**src/rtl/pipe_stage_pkg.sv**
```systemverilog
// Shared definitions for the pipeline-stage skid register.
// Occupancy encoding is exported directly on the Occupancy port.
package pipe_stage_pkg;

    typedef logic [1:0] stage_state_t;

    localparam stage_state_t ST_EMPTY = 2'd0;
    localparam stage_state_t ST_ONE   = 2'd1;
    localparam stage_state_t ST_TWO   = 2'd2;

endpackage

```
**src/rtl/pipe_stage_skid_reg.sv**
```systemverilog
// Pipeline-stage register with valid/ready handshake and a 2-entry skid.
// Adv = ClockEnable & Tick gates every update except Reset.
module pipe_stage_skid_reg
    import pipe_stage_pkg::*;
#(
    parameter int                    NrOfBits      = 32,
    parameter logic [NrOfBits-1:0]   ResetValue    = '0,
    parameter logic [NrOfBits-1:0]   PresetValue   = '1,
    parameter int                    NrOfCountBits = 16
) (
    input  logic                     Clock,
    input  logic                     Reset,
    input  logic                     ClockEnable,
    input  logic                     Tick,
    input  logic                     Flush,
    input  logic                     Preset,
    input  logic                     InValid,
    input  logic [NrOfBits-1:0]      D,
    output logic                     InReady,
    output logic                     OutValid,
    input  logic                     OutReady,
    output logic [NrOfBits-1:0]      Q,
    output logic [1:0]               Occupancy,
    output logic [NrOfCountBits-1:0] StallCount
);

    stage_state_t             state;
    logic [NrOfBits-1:0]      main_data;
    logic [NrOfBits-1:0]      skid_data;
    logic [NrOfCountBits-1:0] stall_cnt;

    logic adv;
    logic ctrl;
    logic acc;
    logic drn;
    logic stall;

    assign adv  = ClockEnable & Tick;
    assign ctrl = Flush | Preset;

    assign InReady  = adv & (state != ST_TWO) & ~ctrl;
    assign OutValid = adv & (state != ST_EMPTY) & ~ctrl;

    assign acc   = InValid & InReady;
    assign drn   = OutValid & OutReady;
    assign stall = adv & (state != ST_EMPTY) & ~OutReady & ~ctrl;

    assign Q          = main_data;
    assign Occupancy  = state;
    assign StallCount = stall_cnt;

    always_ff @(posedge Clock) begin
        if (Reset) begin
            state     <= ST_EMPTY;
            main_data <= ResetValue;
            skid_data <= ResetValue;
        end else if (adv) begin
            if (Flush) begin
                state <= ST_EMPTY;
            end else if (Preset) begin
                state     <= ST_ONE;
                main_data <= PresetValue;
            end else begin
                unique case (state)
                    ST_EMPTY: begin
                        if (acc) begin
                            state     <= ST_ONE;
                            main_data <= D;
                        end
                    end
                    ST_ONE: begin
                        if (acc && drn) begin
                            main_data <= D;
                        end else if (acc) begin
                            state     <= ST_TWO;
                            skid_data <= D;
                        end else if (drn) begin
                            state <= ST_EMPTY;
                        end
                    end
                    ST_TWO: begin
                        if (drn) begin
                            state     <= ST_ONE;
                            main_data <= skid_data;
                        end
                    end
                    default: state <= ST_EMPTY;
                endcase
            end
        end
    end

    // Saturating profile counter: sticks at all ones until Reset.
    always_ff @(posedge Clock) begin
        if (Reset) begin
            stall_cnt <= '0;
        end else if (stall && (stall_cnt != '1)) begin
            stall_cnt <= stall_cnt + 1'b1;
        end
    end

endmodule

```
**config.mk**
```make
export PLATFORM = sky130hd
export DESIGN_NAME = pipe_stage_skid_reg
export DESIGN_NICKNAME = d
export VERILOG_FILES = /design/src/rtl/pipe_stage_pkg.sv /design/src/rtl/pipe_stage_skid_reg.sv
export SDC_FILE = /design/constraint.sdc
export NUM_CORES = 1
export LEC_CHECK = 0
export ABC_CLOCK_PERIOD_IN_PS = 3900
export BUFFER_PORTS_ARGS = -buffer_cell sky130_fd_sc_hd__buf_2
export CORE_MARGIN = 3
export CORE_UTILIZATION = 45
export DETAILED_ROUTE_END_ITERATION = 8
export GPL_ROUTABILITY_DRIVEN = 0
export PLACE_DENSITY = 0.8
export SETUP_SLACK_MARGIN = 0.05
export SYNTH_ARGS = -nofsm -noshare
export SYNTH_HDL_FRONTEND = slang
export SYNTH_SLANG_ARGS = --single-unit
```
**constraint.sdc**
```tcl
create_clock -name Clock -period 3.9 [get_ports Clock]
set_input_delay 0.195 -clock Clock [delete_from_list [all_inputs] [get_ports Clock]]
set_output_delay 0.195 -clock Clock [all_outputs]
set_load 0.005 [all_outputs]
```
==> impl_metrics.env <==
export IMPL_drc=0
export IMPL_die_area_um2=8790
export IMPL_cp_arrival_ns=2.50
export IMPL_path_buf_inv=0
export IMPL_cp_slowest_cell="nor4_2"
export IMPL_crit_path_max_fanout=12
export IMPL_die_h_um=93.7
export IMPL_total_power_w=0.00155
export IMPL_overflow=0
export IMPL_dr_pass1_iters=5
export IMPL_dp_hpwl_mm=5.78
export IMPL_postCtsHoldBufs=0
export IMPL_skew_ns=0.00706
export IMPL_ys_ff_latch=82
export IMPL_yosys_top_cells_area="dfxtp_1, nand2_1, a311oi_1"
export IMPL_std_cell_rows=31
export IMPL_finalSetupViolCount=0
export IMPL_fmax_mhz=431
export IMPL_slowest_delay_ns=0.99
export IMPL_cts_root_buf="clkbuf_8"
export IMPL_grt_pass1_vias=2963
export IMPL_cp_required_ns=4.09
export IMPL_pre_cts_ws_ns=1.59
export IMPL_ys_warn_count=0
export IMPL_synthToLayoutAreaGrowth_pct=20.1
export IMPL_max_vdd_ir_drop_uv=166
export IMPL_insertion_delay_ns=0.33
export IMPL_reg2reg_depth=6
export IMPL_ys_async_sr_fraction=0
export IMPL_path_cells="ha_1 > nand3_1 > nor4_2 > nor3b_1 > xnor2_1 > nor2_1"
export IMPL_drt_iter0_drc=162
export IMPL_finalCriticalPeriod_ns=2.32
export IMPL_synth_nets=479
export IMPL_clk_pin_slew_ns=0.08
export IMPL_finalHoldViolations=0
export IMPL_clk_path_buf_depth=2
export IMPL_cts_resized=0
export IMPL_wl_mm=8.58
export IMPL_antenna_cells=0
export IMPL_fin_cells=617
export IMPL_power_leakage_nw=1.62
export IMPL_htreeDepth=3
export IMPL_cp_depth=6
export IMPL_critPathCaptureType="flip-flop"
export IMPL_die_w_um=93.7
export IMPL_post_cts_buffers=0
export IMPL_synth_area_per_cell_um2=7.91
export IMPL_finalWorstSetupSlack_ns=1.58
export IMPL_vias=3305
export IMPL_grt_first_pass_wirelength_mm=13.9
export IMPL_maxCapViolCount=0
export IMPL_tightest_slew_ns=1.20
export IMPL_rsz0062_at_grt="no"
export IMPL_grt_max_degree=66
export IMPL_criticalPathCategory="flip-flop to flip-flop"
export IMPL_r2r_slack_ns=1.58
export IMPL_max_slew_margin=0.191
export IMPL_worstSetupEndpoint="StallCount[2]"
export IMPL_tns_ns=0
export IMPL_core_um2=7370
export IMPL_synth_seq_area_share=0.474
export IMPL_floorplan_initialDensity=0.470
export IMPL_yosysTopAreaCell="dfxtp_1"
export IMPL_synth_top_area_share=0.474
export IMPL_cp_start_kind="flip-flop"
export IMPL_cp_startpoint="StallCount[0]"
export IMPL_crit_reg2reg_launch="StallCount[0]"
export IMPL_maxSlewViolCount=0
export IMPL_status="finished, final reports clean"
export IMPL_ant_nets=0
export IMPL_synth_edff_count=0
export IMPL_cts_tree="done"
export IMPL_synth_top_cells_by_count="nand2_1, dfxtp_1, nor2_1, a21oi_1, a311oi_1"
export IMPL_crit_family="simple AND/OR/NAND/NOR gates"
export IMPL_power_density_nw_per_um2=373
export IMPL_io_pins=92
export IMPL_netlist_area_um2=3460
export IMPL_numCtsBuffers=9
export IMPL_fin_nets=555
export IMPL_synthCells=438
export IMPL_ys_types=36
export IMPL_worstReg2RegEnd="StallCount[2]"
export IMPL_grtUsageTotal=0.197
export IMPL_port_buffers=91
export IMPL_antenna_found_initial=0
export IMPL_place_inst=602
export IMPL_cts_num_sinks=82
export IMPL_post_drt_wl_per_cell_um=13.9
export IMPL_synth_flop_cell="dfxtp_1"
export IMPL_viasPerCell=5.36
export IMPL_hp_class="primary input to flip-flop"
export IMPL_drive_gt1_frac=0.236
export IMPL_min_period_over_period=0.594
export IMPL_yosysMostFrequentCell="nand2_1"
==> through the flow <==
| stage | area [µm²] | hold slack, ns | util |
|---|---|---|---|
| finish | 4160 | 0.103 | 0.565 |
| CTS | 4160 | 0.0927 | 0.565 |
| global route | 4160 | 0.104 | 0.565 |
| floorplan | 3460 | 0.331 | - |
| global placement | 3980 | 0.438 | 0.539 |
| detailed placement | 3980 | 0.447 | 0.539 |
==> logic make-up after synthesis <==
kind of cell | Yosys count | synth area share
AOI/OAI and AO/OA | 80 | 0.152
xor gates and xnor gates | 13 | 0.0329
adders and majority gates | 1 | 0.00361
buffers and inverters | 33 | 0.0397
DFF | 82 | 0.474
muxes | 1 | 0.00289
and+or+nand+nor | 228 | 0.295
==> cells in the final DEF (no fill, tap or decap), types with 2 or more instances in the layout <==
master    count
clkbuf_1      2
buf_2        91
nor4_1        3
clkinv_2      2
dfxtp_1      82
a311oi_1     31
nor3_1        4
xnor2_1      11
nand3b_1      2
clkbuf_8     10
nor2_1       51
buf_4         6
nand3_1       7
a21oi_1      39
nor4_2        5
and3_1        3
nand4_1       6
and4_1        2
a211oi_1      2
o21ai_0       5
xor2_1        2
nand2_1     131
nand2b_1      3
==> power breakdown <==
part	internal (W)	total (W)	switching [W]
registers	0.000853	0.000862	0.00000896
logic	0.0000454	0.000104	0.0000588
clock network	0.000309	0.000586	0.000278
==> state kept, by name (all words and copies together), names as in the netlist <==
register    count
Occupancy       2
Q              32
StallCount     16
skid_data      32
==> how the worst min path moves through the flow <==
stage / start / endpoint / depth (start not counted)
after floorplan: D[13] / skid_data[13] / 2
after global placement: skid_data[13] / skid_data[13] / 2
after detailed placement: skid_data[3] / skid_data[3] / 2
after CTS: D[9] / skid_data[9] / 3
after global routing: D[7] / skid_data[7] / 3
final: D[9] / skid_data[9] / 3
==> metal layers <==
| layer | wire [µm] | global-route usage |
|---|---|---|
| met1 | 3760 | 0.255 |
| met2 | 4130 | 0.322 |
| met3 | 615 | 0.0513 |
| met4 | 69 | 0.0590 |
| met5 | 0 | 0 |
==> area by class of cell <==
cell class / count / area [µm²]
Tap cell: 99 / 124
Inverter: 1 / 3.75
Fill cell: 727 / 3210
Timing Repair Buffer: 97 / 500
Multi-Input combinational cell: 323 / 1710
Clock inverter: 3 / 40.0
Clock buffer: 12 / 145
Sequential cell: 82 / 1640
==> worst reg2reg max path, cell delays in order, from the launching register on <==
cell and delay (ns):
dfxtp_1 0.44, ha_1 0.21, nand3_1 0.12, nor4_2 0.99, nor3b_1 0.16, xnor2_1 0.20
nor2_1 0.05
Note: power is estimated with default switching activity, not from simulation.
